==> src/rtl/jtag_vpi_pkg.sv <==
// Shared definitions for the JTAG bit-bang sequencer.
//  - cmd_op_e     : host command opcodes
//  - seq_state_e  : sequencer FSM states (exposed on dbg_state)
//  - RESET_TMS_CYCLES : tms=1 slots issued by a TAP reset command
//  - op_shifts_data() : true for the ops that drive tdi and capture tdo
package jtag_vpi_pkg;

  typedef enum logic [1:0] {
    CMD_RESET         = 2'd0,
    CMD_TMS_SEQ       = 2'd1,
    CMD_SCAN          = 2'd2,
    CMD_SCAN_FLIP_TMS = 2'd3
  } cmd_op_e;

  typedef enum logic [1:0] {
    ST_IDLE  = 2'd0,
    ST_SETUP = 2'd1,
    ST_HIGH  = 2'd2,
    ST_DONE  = 2'd3
  } seq_state_e;

  localparam int RESET_TMS_CYCLES = 5;

  function automatic logic op_shifts_data(cmd_op_e op);
    return (op == CMD_SCAN) || (op == CMD_SCAN_FLIP_TMS);
  endfunction

endpackage

==> src/rtl/jtag_tck_gen.sv <==
// TCK half-period timer.
//  clk, rst   : system clock, synchronous active-high reset
//  run        : sequencer is inside a bit slot (SETUP or HIGH)
//  tck_level  : current tck value, selects which strobe fires
//  rise_o     : pulse on the last cycle of a low half-period
//  fall_o     : pulse on the last cycle of a high half-period
// The counter sits at its reload value whenever run is low, so every
// slot starts with a full TCK_HALF-cycle low phase.
module jtag_tck_gen #(
  parameter int TCK_HALF = 2
) (
  input  logic clk,
  input  logic rst,
  input  logic run,
  input  logic tck_level,
  output logic rise_o,
  output logic fall_o
);

  localparam int CNT_W = (TCK_HALF > 1) ? $clog2(TCK_HALF) : 1;
  localparam logic [CNT_W-1:0] RELOAD = CNT_W'(TCK_HALF - 1);

  logic [CNT_W-1:0] cnt_q, cnt_d;
  logic             tick;

  always_comb begin
    tick  = run && (cnt_q == '0);
    cnt_d = cnt_q - 1'b1;
    if (!run || tick) cnt_d = RELOAD;
  end

  always_ff @(posedge clk) begin
    if (rst) cnt_q <= RELOAD;
    else     cnt_q <= cnt_d;
  end

  assign rise_o = tick && !tck_level;
  assign fall_o = tick &&  tck_level;

endmodule

==> src/rtl/jtag_vpi_sequencer.sv <==
// Cycle-driven JTAG bit-bang master.
//  wb_clk_i/wb_rst_i     : clock, synchronous active-high reset
//  enable/init_done      : arming; engine arms on the first enable&&init_done
//  cmd_valid/ready/op/len/data : command channel
//  resp_valid/resp_data  : one-cycle completion pulse with captured tdo bits
//  busy                  : command in progress
//  tck/tms/tdi/tdo       : JTAG pins
//  dbg_state             : current sequencer state (seq_state_e)
// Handshake: a command transfers on a rising edge where cmd_valid && cmd_ready;
// cmd_ready only depends on internal state and enable, never on cmd_valid.
// resp_valid is a single-cycle pulse with no backpressure.
module jtag_vpi_sequencer
  import jtag_vpi_pkg::*;
#(
  parameter int TCK_HALF = 2,
  parameter int DATA_W   = 32,
  parameter int LEN_W    = 6
) (
  input  logic              wb_clk_i,
  input  logic              wb_rst_i,
  input  logic              enable,
  input  logic              init_done,
  input  logic              cmd_valid,
  output logic              cmd_ready,
  input  logic [1:0]        cmd_op,
  input  logic [LEN_W-1:0]  cmd_len,
  input  logic [DATA_W-1:0] cmd_data,
  output logic              resp_valid,
  output logic [DATA_W-1:0] resp_data,
  output logic              busy,
  output logic              tck,
  output logic              tms,
  output logic              tdi,
  input  logic              tdo,
  output logic [1:0]        dbg_state
);

  seq_state_e        state_q, state_d;
  logic              armed_q, armed_d;
  cmd_op_e           op_q, op_d;
  logic [LEN_W-1:0]  slots_q, slots_d;
  logic [LEN_W-1:0]  bit_q, bit_d;
  logic [DATA_W-1:0] data_q, data_d;
  logic [DATA_W-1:0] resp_q, resp_d;
  logic              tck_q, tck_d, tms_q, tms_d, tdi_q, tdi_d;

  logic              rise, fall, accept, last_bit;
  cmd_op_e           acc_op;
  logic [LEN_W-1:0]  acc_slots;

  // tms for slot b of a command
  function automatic logic slot_tms(cmd_op_e op, logic [DATA_W-1:0] data,
                                    logic [LEN_W-1:0] b, logic [LEN_W-1:0] slots);
    logic [DATA_W-1:0] sh;
    sh = data >> b;
    case (op)
      CMD_RESET:         return 1'b1;
      CMD_TMS_SEQ:       return sh[0];
      CMD_SCAN_FLIP_TMS: return (b == slots - 1'b1);
      default:           return 1'b0;
    endcase
  endfunction

  // tdi for slot b of a command
  function automatic logic slot_tdi(cmd_op_e op, logic [DATA_W-1:0] data,
                                    logic [LEN_W-1:0] b);
    logic [DATA_W-1:0] sh;
    sh = data >> b;
    return op_shifts_data(op) ? sh[0] : 1'b0;
  endfunction

  jtag_tck_gen #(.TCK_HALF(TCK_HALF)) u_tck_gen (
    .clk       (wb_clk_i),
    .rst       (wb_rst_i),
    .run       ((state_q == ST_SETUP) || (state_q == ST_HIGH)),
    .tck_level (tck_q),
    .rise_o    (rise),
    .fall_o    (fall)
  );

  assign cmd_ready = armed_q && enable && (state_q == ST_IDLE);
  assign accept    = cmd_valid && cmd_ready;
  assign acc_op    = cmd_op_e'(cmd_op);
  // RESET ignores len; other ops saturate len at DATA_W
  assign acc_slots = (acc_op == CMD_RESET) ? LEN_W'(RESET_TMS_CYCLES) :
                     (cmd_len > LEN_W'(DATA_W)) ? LEN_W'(DATA_W) : cmd_len;
  assign last_bit  = (bit_q + 1'b1) == slots_q;

  // State register and datapath flops
  always_ff @(posedge wb_clk_i) begin
    if (wb_rst_i) begin
      state_q <= ST_IDLE;
      armed_q <= 1'b0;
      op_q    <= CMD_RESET;
      slots_q <= '0;
      bit_q   <= '0;
      data_q  <= '0;
      resp_q  <= '0;
      tck_q   <= 1'b0;
      tms_q   <= 1'b0;
      tdi_q   <= 1'b0;
    end else begin
      state_q <= state_d;
      armed_q <= armed_d;
      op_q    <= op_d;
      slots_q <= slots_d;
      bit_q   <= bit_d;
      data_q  <= data_d;
      resp_q  <= resp_d;
      tck_q   <= tck_d;
      tms_q   <= tms_d;
      tdi_q   <= tdi_d;
    end
  end

  // Next-state logic
  always_comb begin
    state_d = state_q;
    case (state_q)
      ST_IDLE:  if (accept) state_d = (acc_slots == '0) ? ST_DONE : ST_SETUP;
      ST_SETUP: if (rise)   state_d = ST_HIGH;
      ST_HIGH:  if (fall)   state_d = last_bit ? ST_DONE : ST_SETUP;
      ST_DONE:              state_d = ST_IDLE;
      default:              state_d = ST_IDLE;
    endcase
  end

  // Datapath next values
  always_comb begin
    armed_d = armed_q || (enable && init_done);
    op_d    = op_q;
    slots_d = slots_q;
    bit_d   = bit_q;
    data_d  = data_q;
    resp_d  = resp_q;
    tck_d   = tck_q;
    tms_d   = tms_q;
    tdi_d   = tdi_q;
    case (state_q)
      ST_IDLE: begin
        if (accept) begin
          op_d    = acc_op;
          slots_d = acc_slots;
          bit_d   = '0;
          data_d  = cmd_data;
          resp_d  = '0;
          // len=0 issues no slot, so the pins keep their previous values
          if (acc_slots != '0) begin
            tms_d = slot_tms(acc_op, cmd_data, '0, acc_slots);
            tdi_d = slot_tdi(acc_op, cmd_data, '0);
          end
        end
      end
      ST_SETUP: begin
        if (rise) begin
          tck_d = 1'b1;
          if (op_shifts_data(op_q)) resp_d = resp_q | (DATA_W'(tdo) << bit_q);
        end
      end
      ST_HIGH: begin
        if (fall) begin
          tck_d = 1'b0;
          bit_d = bit_q + 1'b1;
          if (!last_bit) begin
            tms_d = slot_tms(op_q, data_q, bit_q + 1'b1, slots_q);
            tdi_d = slot_tdi(op_q, data_q, bit_q + 1'b1);
          end
        end
      end
      default: ;
    endcase
  end

  // Outputs
  always_comb begin
    resp_valid = (state_q == ST_DONE);
    busy       = (state_q != ST_IDLE);
    resp_data  = resp_q;
    tck        = tck_q;
    tms        = tms_q;
    tdi        = tdi_q;
    dbg_state  = state_q;
  end

endmodule

==> config.mk <==
export PLATFORM = sky130hd
export DESIGN_NAME = jtag_vpi_sequencer
export DESIGN_NICKNAME = d
export VERILOG_FILES = /design/src/rtl/jtag_vpi_pkg.sv /design/src/rtl/jtag_tck_gen.sv /design/src/rtl/jtag_vpi_sequencer.sv
export SDC_FILE = /design/constraint.sdc
export NUM_CORES = 1
export LEC_CHECK = 0
export ABC_AREA = 1
export CELL_PAD_IN_SITES_DETAIL_PLACEMENT = 0
export CELL_PAD_IN_SITES_GLOBAL_PLACEMENT = 2
export CORE_MARGIN = 4
export CORE_UTILIZATION = 30
export DETAILED_ROUTE_END_ITERATION = 10
export HOLD_SLACK_MARGIN = 0.1
export PLACE_DENSITY_LB_ADDON = 0.15
export SYNTH_ARGS = -nofsm -noshare
export SYNTH_HDL_FRONTEND = slang
export SYNTH_SLANG_ARGS = --single-unit
==> constraint.sdc <==
create_clock -name wb_clk_i -period 3.5 [get_ports wb_clk_i]
set_input_delay 0.7 -clock wb_clk_i [delete_from_list [all_inputs] [get_ports wb_clk_i]]
set_output_delay 0.7 -clock wb_clk_i [all_outputs]
set_load 0.005 [all_outputs]
# Yosys cells after proc, flatten, opt, wreduce, memory -nomap -nowiden
# Index checks and enable logic that the tools add are counted.
[classes] reduce_logical=31 add_sub_neg=4 n_eq_ne=17 bitwise_logic=2 div_mod_pow=0 n_shift=2 n_mul=0 n_mux=32 magnitude_cmp=1
[op_table] op="2-to-1 mux 32 bit" n=3
[op_table] op="case mux 32 bit (2 select lines)" n=1
[op_table] op="bitwise OR 32 bit" n=1
[op_table] op="left shift 1 x 6 -> 32 bit" n=1
[op_table] op=">> shifter 32 x 6 -> 1 bit" n=1
[op_table] op="2-to-1 mux 6 bit" n=4
[op_table] op="== test 2 bit (second input constant)" n=6
[op_table] op="== test 6 bit" n=2
[op_table] op="logical NOT 6 bit" n=2
[op_table] op="2-to-1 mux 1 bit" n=12
[op_table] op="case mux 6 bit (2 select lines)" n=1
[op_table] op="subtractor 6 x 1 -> 6 bit (second input constant)" n=2
[op_table] op="2-to-1 mux 2 bit" n=5
[op_table] op="AND reduction 3 bit" n=3
[op_table] op="inequality test 2 bit (second input constant)" n=4
[op_table] op="case mux 2 bit (4 select lines)" n=1
[op_table] op="nonzero test 2 bit" n=4
[op_table] op="logical AND 1 bit" n=7
[op_table] op="adder 6 x 1 -> 6 bit (second input constant)" n=1
[op_table] op="== test 2 x 1 -> 1 bit (second input constant)" n=3
[op_table] op="> comparator 6 bit (second input constant)" n=1
[op_table] op="logical NOT 2 bit" n=3
[op_table] op="case mux 1 bit (2 select lines)" n=3
[op_table] op="case mux 1 bit (3 select lines)" n=2
[op_table] op="10 further kinds" n=16
[word_totals] ramBits=0 romBits=0 wordCells=100 latchBits=0 reg_bits=85 output_inout_bits=40 mem_count=0 inputBits=46

# Logic depth before layout (Yosys ltp)
# Gate-level depths: netlist of the first run.
[logic_depth] word_depth=9 mapped_depth=14

# By module
# A second synthesis of the first run with hierarchy kept.
[unflattened] hier_cells=607 area_unflattened_um2=4167.7
[modules_own_cells] mod="jtag_vpi_sequencer" instances=1 area_each_um2=4119.0 cells_per_inst=599
[modules_own_cells] mod="jtag_tck_gen" instances=1 area_each_um2=48.8 cells_per_inst=8

# Worst setup path after synthesis of the first run
# OpenSTA, ideal clock, no wires.
[synth_timing] kind="reg-to-reg" start="register bit_q[1]" end="register tdi_q, in the netlist tdi" arrival_ns=1.708 path_buffers=2 required_time_ns=3.382 path_stages_with_launch=12 path_slack_ns=1.674 synth_period_minus_slack_ns=1.826 path_cell_list="dfxtp_1 -> ha_1 -> clkbuf_2 -> buf_2 -> nand2_1 -> nand3_1 -> nor3_2 -> nand4_1 -> nand2_2 -> inv_1 -> o21ai_2 -> a21oi_2"
[synth_via] elab_chain_len=6
[synth_rtl] element="from (decl)" line_no="jtag_vpi_sequencer.sv:42" source="logic [LEN_W-1:0] bit_q, bit_d;"
[synth_rtl] element="from (signal assigned)" line_no="jtag_vpi_sequencer.sv:107" source="bit_q <= bit_d;"
[synth_rtl] element="adder 6 x 1 -> 6 bit *" line_no="jtag_vpi_sequencer.sv:87, jtag_vpi_sequencer.sv:166"
[synth_rtl] element=">> shifter 32 x 6 -> 1 bit" line_no="jtag_vpi_sequencer.sv:68" source="sh = data >> b;"
[synth_rtl] element="2-to-1 mux 1 bit" line_no="jtag_vpi_sequencer.sv:69" source="return op_shifts_data(op) ? sh[0] : 1'b0;"
[synth_rtl] element="2-to-1 mux 1 bit" line_no="jtag_vpi_sequencer.sv:164" source="if (!last_bit) begin"
[synth_rtl] element="2-to-1 mux 1 bit" line_no="jtag_vpi_sequencer.sv:161" source="if (fall) begin"
[synth_rtl] element="case mux 1 bit (2 select lines)" line_no="jtag_vpi_sequencer.sv:139" source="case (state_q)"
[synth_rtl] element="to (signal assigned)" line_no="jtag_vpi_sequencer.sv:112" source="tdi_q <= tdi_d;"
[synth_rtl] element="to (decl)" line_no="jtag_vpi_sequencer.sv:45" source="logic tck_q, tck_d, tms_q, tms_d, tdi_q, tdi_d;"
# Every way passes the cells marked *; elsewhere a longest branch is shown, timed or not. The select of a mux whose other input is x is not followed.
# A chain may end at the register's enable or synchronous reset.

# Worst setup path in the final report of the first run
[layout_timing] start="input enable" end="output cmd_ready"
[layout_via] elab_chain_len=2
[layout_rtl] element="from (decl)" line_no="jtag_vpi_sequencer.sv:21" source="input logic enable,"
[layout_rtl] element="logical AND 1 bit (2 in series)" line_no="jtag_vpi_sequencer.sv:81" source="assign cmd_ready = armed_q && enable && (state_q == ST_IDLE);"
[layout_rtl] element="to (decl)" line_no="jtag_vpi_sequencer.sv:24" source="output logic cmd_ready,"
# Every way passes these cells.

==> metrics.cfg, run 1 <==
[clock_tree]
clkSlewWorstSetupHoldPaths_ns=0.06
cts_buffer_depth=2
cts_tree=yes
clkSinkCount=85
postCtsSetupRepairBufs=0
h-tree-depth=3
postCtsHoldBufs=0
cts_resized=0
ctsRootBufferMaster=clkbuf_16
cts_buffers=9
clk_latency_ns=0.34

[logic_synthesis]
muxShareOfSynthArea_pct=0
ys_warn_count=0
synthCells=582
ys_seq_area_share_pct=42.0
ys_seq_elements=85
yosys.area_share.simple_pct=29.1
synth_top_area_share_pct=42.0
postSynthNetCount=634
synth_compound_area_share_pct=16.0
netlist_top_cells_area=dfxtp_1, nor2_1, a21oi_1, nand2_1, inv_1
syn_area_per_cell_um2=6.96
synthArstFlopShare_pct=0
synth_cell_types=37
synth_top_family_by_area=simple AND/OR/NAND/NOR gates
synth.largest_area_cell=dfxtp_1
synth_commonest_cells=nor2_1, nand2_1, dfxtp_1, a21oi_1, inv_1
ys.flop_type=dfxtp_1
synth_most_common_cell=nor2_1
synth_edf_count=0
syn_area_um2=4050
synth_adder_area_share_pct=1.85
synth_xor_area_share_pct=1.91

[route]
vias_per_cell=4.55
num_vias=3815
route.antenna.remaining_nets=0
first_pass_iters=4
drc=0
drt-initial-drc-count=240
wl_per_cell_um=13.0
totalWireLength_um=10900

[setup_path]
slowest_stage=clkdlybuf4s50_1
r2r_cells=10
path_class=in -> out
worst_setup_path_start_kind=input port
arrival_ns=1.91
cp_cell_sequence=clkdlybuf4s50_1 > nand2_1 > nor2_4 > clkdlybuf4s50_1
crit_fanout=2
ff2ff_setup_slack_ns=0.99
worstReg2RegStart=bit_q[1]$_SDFFE_PP0P_
critical-path-max-stage-delay_ns=0.52
worst_path_most_repeated_cell=clkdlybuf4s50_1
r2r-end=tdi$_SDFFE_PP0P_
crit_required_ns=2.80
worst-path-buf-inv=2
critPathTopFamily=buffers and inverters
crit_path_end_kind=output pin

[power]
swShare_pct=33.1
p_int_mw=1.85
power_mw=2.77
power_density_nw_per_um2=519
seqPwrFrac_pct=38.1
comb_power_share_pct=27.1
switching_power_mw=0.916
power_frac_clock_pct=34.8
p_leak_nw=2.05
ir_drop_mv=0.304

[placement]
placed_area_um2=5030
gp_congestion=0.802
numPortBuffers=85
hpwl_um=8130

[sta]
finalClockSkew_ns=0.00648
finalCriticalPeriod_ns=2.61
rsz0062_at_grt=no
drv_slew=0
finalHoldViolCount=0
relSlewSlack_pct=62.2
fin_setup_tns_ns=0
tightestPinTransition_ns=0.567
finalSetupViolCount=0
post-route-period-util_pct=74.5
hold_ws_ns=0.415
max_clock_freq_ghz=0.383

[global_routing]
grt_pass1_vias=3726
track_usage_pct=14.3
grt_max_degree=63
antenna_found_initial=0
grt_first_pass_wirelength_um=18400
grt_overflow=0

[layout]
n_fill_cell=1440
layout.nets=710
final_design_area_no_fill_um2=5330
multi_input_area_um2=1980
syn_to_final_growth_pct=31.7
antenna_cells=0
drive_gt1_share_pct=7.09
regArea_um2=1700

[min_path]
hold_path.class=reg -> reg
min_from=u_tck_gen.cnt_q$_SDFF_PP1_
holdPathStages=1
hold_end=u_tck_gen.cnt_q$_SDFF_PP1_

[die]
dieWidth_um=124
initial_core_util_pct=30.6
io_pins=86
coreArea_um2=13200
fp.dieH_um=124
dieArea_um2=15400
rows=42

[flow_run]
max-cap-violations=0

[outcome]
outcome=complete, no violations

## layer usage
| metal | global-route usage [%] | vias up | wire length, um |
|---|---|---|---|
| li1 | - | 2015 | - |
| met1 | 19.6 | 1712 | 5700 |
| met2 | 21.5 | 79 | 4670 |
| met3 | 3.52 | 9 | 434 |
| met4 | 5.67 | 0 | 125 |
| met5 | 0 | - | 0 |
## power by group through the flow
stage | clock network [mW] | logic, mW | registers (mW)
5_1_grt | 1.03 | 0.843 | 1.06
3_3_place_gp | 0 | 0.756 | 1.08
4_1_cts | 0.992 | 0.761 | 1.05
2_1_floorplan | 0 | 0.514 | 1.07
3_5_place_dp | 0 | 0.756 | 1.08
6_report | 0.964 | 0.752 | 1.05
## registers in the layout, indices dropped and copies added, names as in the netlist
signal,count
tdi,1
resp_data,32
bit_q,6
slots_q,6
armed_q,1
u_tck_gen.cnt_q,1
data_q,32
tms,1
dbg_state,2
tck,1
op_q,2
## worst register-to-register path, stage by stage, from the launching register on
cell	delay (ns)
dfxtp_1	0.39
ha_1	0.68
inv_1	0.26
a21oi_1	0.19
nand3_1	0.11
nor3_2	0.21
nand4_1	0.19
nand2_2	0.16
inv_1	0.06
o21ai_2	0.12
a21oi_2	0.04
## cell families (layout without fill, tap and decap cells)
group           Yosys count  in the layout
simple gates            270            270
compound gates          124            124
buf+inv                  89            170
flops                    85             85
xor+xnor                  8              8
fa+ha+maj                 6              6
## per-stage QoR
step / instances / utilization, % / setup WS (ns)
after detailed placement: 823 / 38.0 / 0.892
final: 839 / 40.3 / 0.891
after global routing: 839 / 40.3 / 0.754
after global placement: 823 / 38.0 / 0.899
after CTS: 839 / 40.3 / 0.891
after floorplan: 582 / - / 1.67
## worst max path at each step
stage | start | end | slack [ns] | cells past startpoint
floorplan | bit_q[1]$_SDFFE_PP0P_ | tdi$_SDFFE_PP0P_ | 1.67 | 11
global placement | enable | cmd_ready | 0.90 | 4
detailed placement | enable | cmd_ready | 0.89 | 4
CTS | enable | cmd_ready | 0.89 | 4
global route | bit_q[1]$_SDFFE_PP0P_ | tms$_SDFFE_PP0P_ | 0.75 | 10
finish | enable | cmd_ready | 0.89 | 4
## cells in the final DEF, fill, tap and decap left out, types with 2 or more instances in the layout
cell type and count:
nor2_1 119, clkdlybuf4s50_1 85, o21ai_2 2, nand2_1 90, nor2_2 3, clkinvlp_4 3, nand3b_1 2, ha_1 6
inv_2 3, nor2_4 2, a21oi_2 2, nor3_1 4, nand2_2 6, nand3_1 32, o21ai_0 41, xor2_1 4
xnor2_1 3, a31oi_1 5, a21oi_1 70, nand4_1 5, o211ai_1 2, nor2_8 2, inv_1 60, clkinv_2 2
clkbuf_16 9, buf_4 5, dfxtp_1 85
## cell type report
type                       count  area share (%)
multi-input combinational    408            37.2
sequential                    85            31.9
timing repair buffer          90            16.7
inverter                      64            4.53
clock buffer                   9            4.22
tap                          176            4.13
clock inverter                 7            1.41
Note: power is estimated with default switching activity, not from simulation.
==> inputs of run 2 (changes only) <==
--- a/config.mk
+++ b/config.mk
@@ -9,7 +9,7 @@
 export CELL_PAD_IN_SITES_DETAIL_PLACEMENT = 0
 export CELL_PAD_IN_SITES_GLOBAL_PLACEMENT = 2
 export CORE_MARGIN = 4
-export CORE_UTILIZATION = 30
+export CORE_UTILIZATION = 28
 export DETAILED_ROUTE_END_ITERATION = 10
 export HOLD_SLACK_MARGIN = 0.1
 export PLACE_DENSITY_LB_ADDON = 0.15
==> constraint.sdc (replaced) <==
create_clock -name wb_clk_i -period 2.5 [get_ports wb_clk_i]
set_input_delay 0.5 -clock wb_clk_i [delete_from_list [all_inputs] [get_ports wb_clk_i]]
set_output_delay 0.5 -clock wb_clk_i [all_outputs]
set_load 0.005 [all_outputs]
==> run 2 against run 1 <==
  * Sequential power up 41%
  * Combinational power rose by 42%
  * Cell count increased by 1.1%
  * Non-clock buffer count rose by 5
  * Sequential share of layout area down 0.40 points
  * Clock skew rose by 0.0012 ns
  * Via count is 0.55% higher
  * Clock-buffer cell count grew 4
  * Register-to-register slack worse by 0.64 ns
==> metrics.cfg, run 2 (synthesized netlist as in run 1, its figures left out) <==
[global_routing]
antenna_found_initial=0
grt_max_degree=63
track_usage_pct=14.4
grt_pass1_vias=3968
grt_first_pass_wirelength_um=19100
grt_overflow=0

[clock_tree]
clk_latency_ns=0.34
cts_buffer_depth=2
postCtsSetupRepairBufs=0
cts_resized=0
clkSinkCount=85
clkSlewWorstSetupHoldPaths_ns=0.06
postCtsHoldBufs=0
ctsRootBufferMaster=clkbuf_16
h-tree-depth=3
cts_buffers=9
cts_tree=yes

[sta]
hold_ws_ns=0.410
finalHoldViolCount=0
post-route-period-util_pct=93.2
finalSetupViolCount=0
max_clock_freq_ghz=0.429
relSlewSlack_pct=68.3
finalCriticalPeriod_ns=2.33
fin_setup_tns_ns=0
drv_slew=0
finalClockSkew_ns=0.00764
rsz0062_at_grt=no
tightestPinTransition_ns=0.474

[layout]
drive_gt1_share_pct=7.63
antenna_cells=0
layout.nets=715
layout_commonest_cell=nor2_1
n_fill_cell=1521
layout_common_cells=nor2_1, nand2_1, dfxtp_1, clkdlybuf4s50_1, a21oi_1
syn_to_final_growth_pct=33.3

[route]
drc=0
totalWireLength_um=11200
wl_met2_um=4740
first_pass_iters=4
highest_layer=met4
num_vias=3836
wl_per_cell_um=13.2
drt-initial-drc-count=209
vias_per_cell=4.52
route.met3.wl_um=554
route.antenna.remaining_nets=0
wl_met1_um=5770

[setup_path]
crit_path_end_kind=output pin
path_class=reg -> out
crit_fanout=5
worst_setup_path_start_kind=flop
crit_required_ns=2.00
arrival_ns=1.83

[power]
ir_drop_mv=0.408
p_leak_nw=2.10
power_density_nw_per_um2=729

[placement]
hpwl_um=8440
numPortBuffers=85
gp_congestion=0.771

[die]
io_pins=86
fp.dieH_um=128
dieWidth_um=128
initial_core_util_pct=28.9
dieArea_um2=16500
rows=43
coreArea_um2=14000

[min_path]
hold_path.class=reg -> reg

[outcome]
outcome=complete, no violations

[flow_run]
max-cap-violations=0

-- run 2: report_power, final --
| group | switching, mW | internal (mW) |
|---|---|---|
| sequential | 0.0486 | 1.43 |
| clock | 0.533 | 0.854 |
| combinational | 0.659 | 0.413 |
| total | 1.24 | 2.70 |
-- run 2: routing by layer --
metal | vias up | global-route usage, %
li1 | 2028 | -
met3 | 8 | 4.00
met2 | 77 | 22.3
met5 | - | 0
met1 | 1723 | 19.6
met4 | 0 | 3.68
-- run 2: final timing paths --
path | from | to | slack (ns) | cells after the start
min | u_tck_gen.cnt_q$_SDFF_PP1_ | u_tck_gen.cnt_q$_SDFF_PP1_ | 0.41 | 1
max | dbg_state[0]$_SDFFE_PP0P_ | cmd_ready | 0.17 | 5
min reg2reg | u_tck_gen.cnt_q$_SDFF_PP1_ | u_tck_gen.cnt_q$_SDFF_PP1_ | 0.41 | 1
max reg2reg | bit_q[1]$_SDFFE_PP0P_ | tdi$_SDFFE_PP0P_ | 0.35 | 10
-- run 2: cell type report --
type,instances,area (um2),area share [%]
multi-input combinational,408,1980,36.7
sequential,85,1700,31.5
timing repair buffer,95,938,17.4
clock buffer,13,270,5.00
inverter,64,241,4.47
tap,180,225,4.17
clock inverter,3,42.5,0.788
-- run 2: critical path, stage by stage (launching register included) --
cell and delay, ns:
dfxtp_1 0.36, inv_1 0.10, ha_1 0.27, nand2_1 0.12
nor2_4 0.13, clkdlybuf4s50_1 0.51
-- run 2: metrics by stage --
stage                     util (%)  instances  power (mW)  setup slack [ns]  cell area [um2]
final                         38.5        848        3.94             0.170             5400
after floorplan                  -        582        2.22             0.674             4050
after detailed placement      36.2        832        2.60             0.214             5090
after CTS                     38.5        848        4.01             0.142             5400
after global placement        36.2        832        2.61             0.283             5090
after global routing          38.5        848        4.19            0.0593             5400
==> inputs of run 3 (changes only) <==
--- a/config.mk
+++ b/config.mk
@@ -9,7 +9,7 @@
 export CELL_PAD_IN_SITES_DETAIL_PLACEMENT = 0
 export CELL_PAD_IN_SITES_GLOBAL_PLACEMENT = 2
 export CORE_MARGIN = 4
-export CORE_UTILIZATION = 28
+export CORE_UTILIZATION = 30
 export DETAILED_ROUTE_END_ITERATION = 10
 export HOLD_SLACK_MARGIN = 0.1
 export PLACE_DENSITY_LB_ADDON = 0.15
==> constraint.sdc (replaced) <==
create_clock -name wb_clk_i -period 2.9 [get_ports wb_clk_i]
set_input_delay 0.58 -clock wb_clk_i [delete_from_list [all_inputs] [get_ports wb_clk_i]]
set_output_delay 0.58 -clock wb_clk_i [all_outputs]
set_load 0.005 [all_outputs]
==> run 3 against run 2 <==
  * Worst setup slack gained 0.28 ns
  * Sequential share of layout area grew 0.058 points
  * Power shrank 13%
  * Final area shrank 0.19%
  * Sequential cell count is the same
  * Combinational power shrank 13%
  * Clock-buffer cell count shrank 2
  * Die area shrank 6.3%
  * Sequential power shrank 14%
  * Clock skew is essentially flat
  * Routed wire length shrank 1.2%
  * Register-to-register slack gained 0.29 ns
==> metrics.cfg, run 3 (synthesized netlist as in run 1, its figures left out) <==
[route]
vias_per_cell=4.55
totalWireLength_um=11000
route.antenna.remaining_nets=0
num_vias=3827
wl_per_cell_um=13.1
drc=0
drt-initial-drc-count=179
first_pass_iters=4

[clock_tree]
postCtsHoldBufs=0
clkSinkCount=85
clkSlewWorstSetupHoldPaths_ns=0.06
cts_resized=0
cts_buffers=9
ctsRootBufferMaster=clkbuf_16
postCtsSetupRepairBufs=0
cts_buffer_depth=2
cts_tree=yes
h-tree-depth=3
clk_latency_ns=0.34

[layout]
layout_common_cells=nor2_1, nand2_1, dfxtp_1, clkdlybuf4s50_1, a21oi_1
antenna_cells=0
final_core_utilization_pct=40.7
syn_to_final_growth_pct=33.1
n_fill_cell=1472
layout.nets=714
layout_commonest_cell=nor2_1
drive_gt1_share_pct=7.36

[setup_path]
crit_path_end_kind=output pin
path_class=reg -> out
critical-path-max-stage-delay_ns=0.52
worst-path-buf-inv=2
crit_fanout=5
cp_cell_sequence=inv_1 > ha_1 > nand2_1 > nor2_4 > clkdlybuf4s50_1
critPathTopFamily=buffers and inverters
arrival_ns=1.87
slowest_stage=clkdlybuf4s50_1
crit_required_ns=2.32
ff2ff_setup_slack_ns=0.64
worst_setup_path_start_kind=flop

[global_routing]
track_usage_pct=14.9
grt_first_pass_wirelength_um=19100
antenna_found_initial=0
grt_use_met1_pct=20.8
grt-busiest-layer=met2
use_met3_pct=3.39
grt_max_degree=63
grtUsageMet2_pct=22.2
grt_overflow=0
grt_pass1_vias=3881

[power]
p_int_mw=2.36
power_frac_clock_pct=35.9
switching_power_mw=1.08
ir_drop_mv=0.430
comb_power_share_pct=27.1
swShare_pct=31.3
power_density_nw_per_um2=637
p_leak_nw=2.09
seqPwrFrac_pct=37.1

[sta]
post-route-period-util_pct=84.4
finalClockSkew_ns=0.00731
drv_slew=0
fin_setup_tns_ns=0
max_clock_freq_ghz=0.408
finalHoldViolCount=0
finalCriticalPeriod_ns=2.45
finalSetupViolCount=0
tightestPinTransition_ns=0.441
rsz0062_at_grt=no
relSlewSlack_pct=70.5

[placement]
hpwl_um=8140
numPortBuffers=85
gp_congestion=0.782

[die]
initial_core_util_pct=30.6
rows=42
dieWidth_um=124
dieArea_um2=15400
io_pins=86
fp.dieH_um=124
coreArea_um2=13200

[flow_run]
max-cap-violations=0

[min_path]
hold_path.class=reg -> reg

[outcome]
outcome=complete, no violations

run 3: cell types whose count changed in the layout (fill, tap and decap cells not counted):
cell | previous run | this run
bufinv_16 | 1 | 2
buf_4 | 9 | 8
clkbuf_8 | 3 | 1
run 3: path summary, 6_finish.rpt:
path	from	end	cells after the start
min reg2reg	u_tck_gen.cnt_q$_SDFF_PP1_	u_tck_gen.cnt_q$_SDFF_PP1_	1
min	u_tck_gen.cnt_q$_SDFF_PP1_	u_tck_gen.cnt_q$_SDFF_PP1_	1
max	dbg_state[0]$_SDFFE_PP0P_	cmd_ready	5
max reg2reg	bit_q[1]$_SDFFE_PP0P_	tdi$_SDFFE_PP0P_	11
run 3: metrics by stage:
step	std cells	area [um2]	power, mW	worst slack [ns]	hold slack [ns]
floorplan	582	4050	1.91	1.07	0.383
global placement	827	5080	2.23	0.546	0.394
detailed placement	827	5080	2.24	0.479	0.399
CTS	842	5390	3.50	0.431	0.414
global route	842	5390	3.65	0.365	0.425
finish	842	5390	3.43	0.451	0.412
run 3: worst reg2reg max path: cells and delay by family, from the launching register on:
family	cells	cell delay, ns
buffers and inverters	3	0.44
flip-flops	1	0.40
AO/OA/AOI/OAI	3	0.32
AND/OR/NAND/NOR	4	0.69
adder cells (fa/ha/maj)	1	0.32
run 3: final cells by class:
| cell class | instances | area, um2 | area share [%] |
|---|---|---|---|
| Clock buffer | 11 | 243 | 4.50 |
| Multi-Input combinational cell | 408 | 1980 | 36.8 |
| Inverter | 64 | 241 | 4.48 |
| Clock inverter | 4 | 72.6 | 1.35 |
| Tap cell | 176 | 220 | 4.08 |
| Sequential cell | 85 | 1700 | 31.6 |
| Timing Repair Buffer | 94 | 931 | 17.3 |
run 3: metal layers:
layer  wire, um  up-vias
met2       4740       77
met4        180        0
met3        456       13
met5          0        -
met1       5650     1713
li1           -     2024
run 3: power groups by stage:
stage	Combinational, mW	Sequential [mW]	Clock (mW)
after floorplan	0.621	1.29	0
after global placement	0.937	1.30	0
after detailed placement	0.942	1.30	0
after CTS	0.947	1.27	1.27
after global routing	1.05	1.28	1.32
final	0.929	1.27	1.23
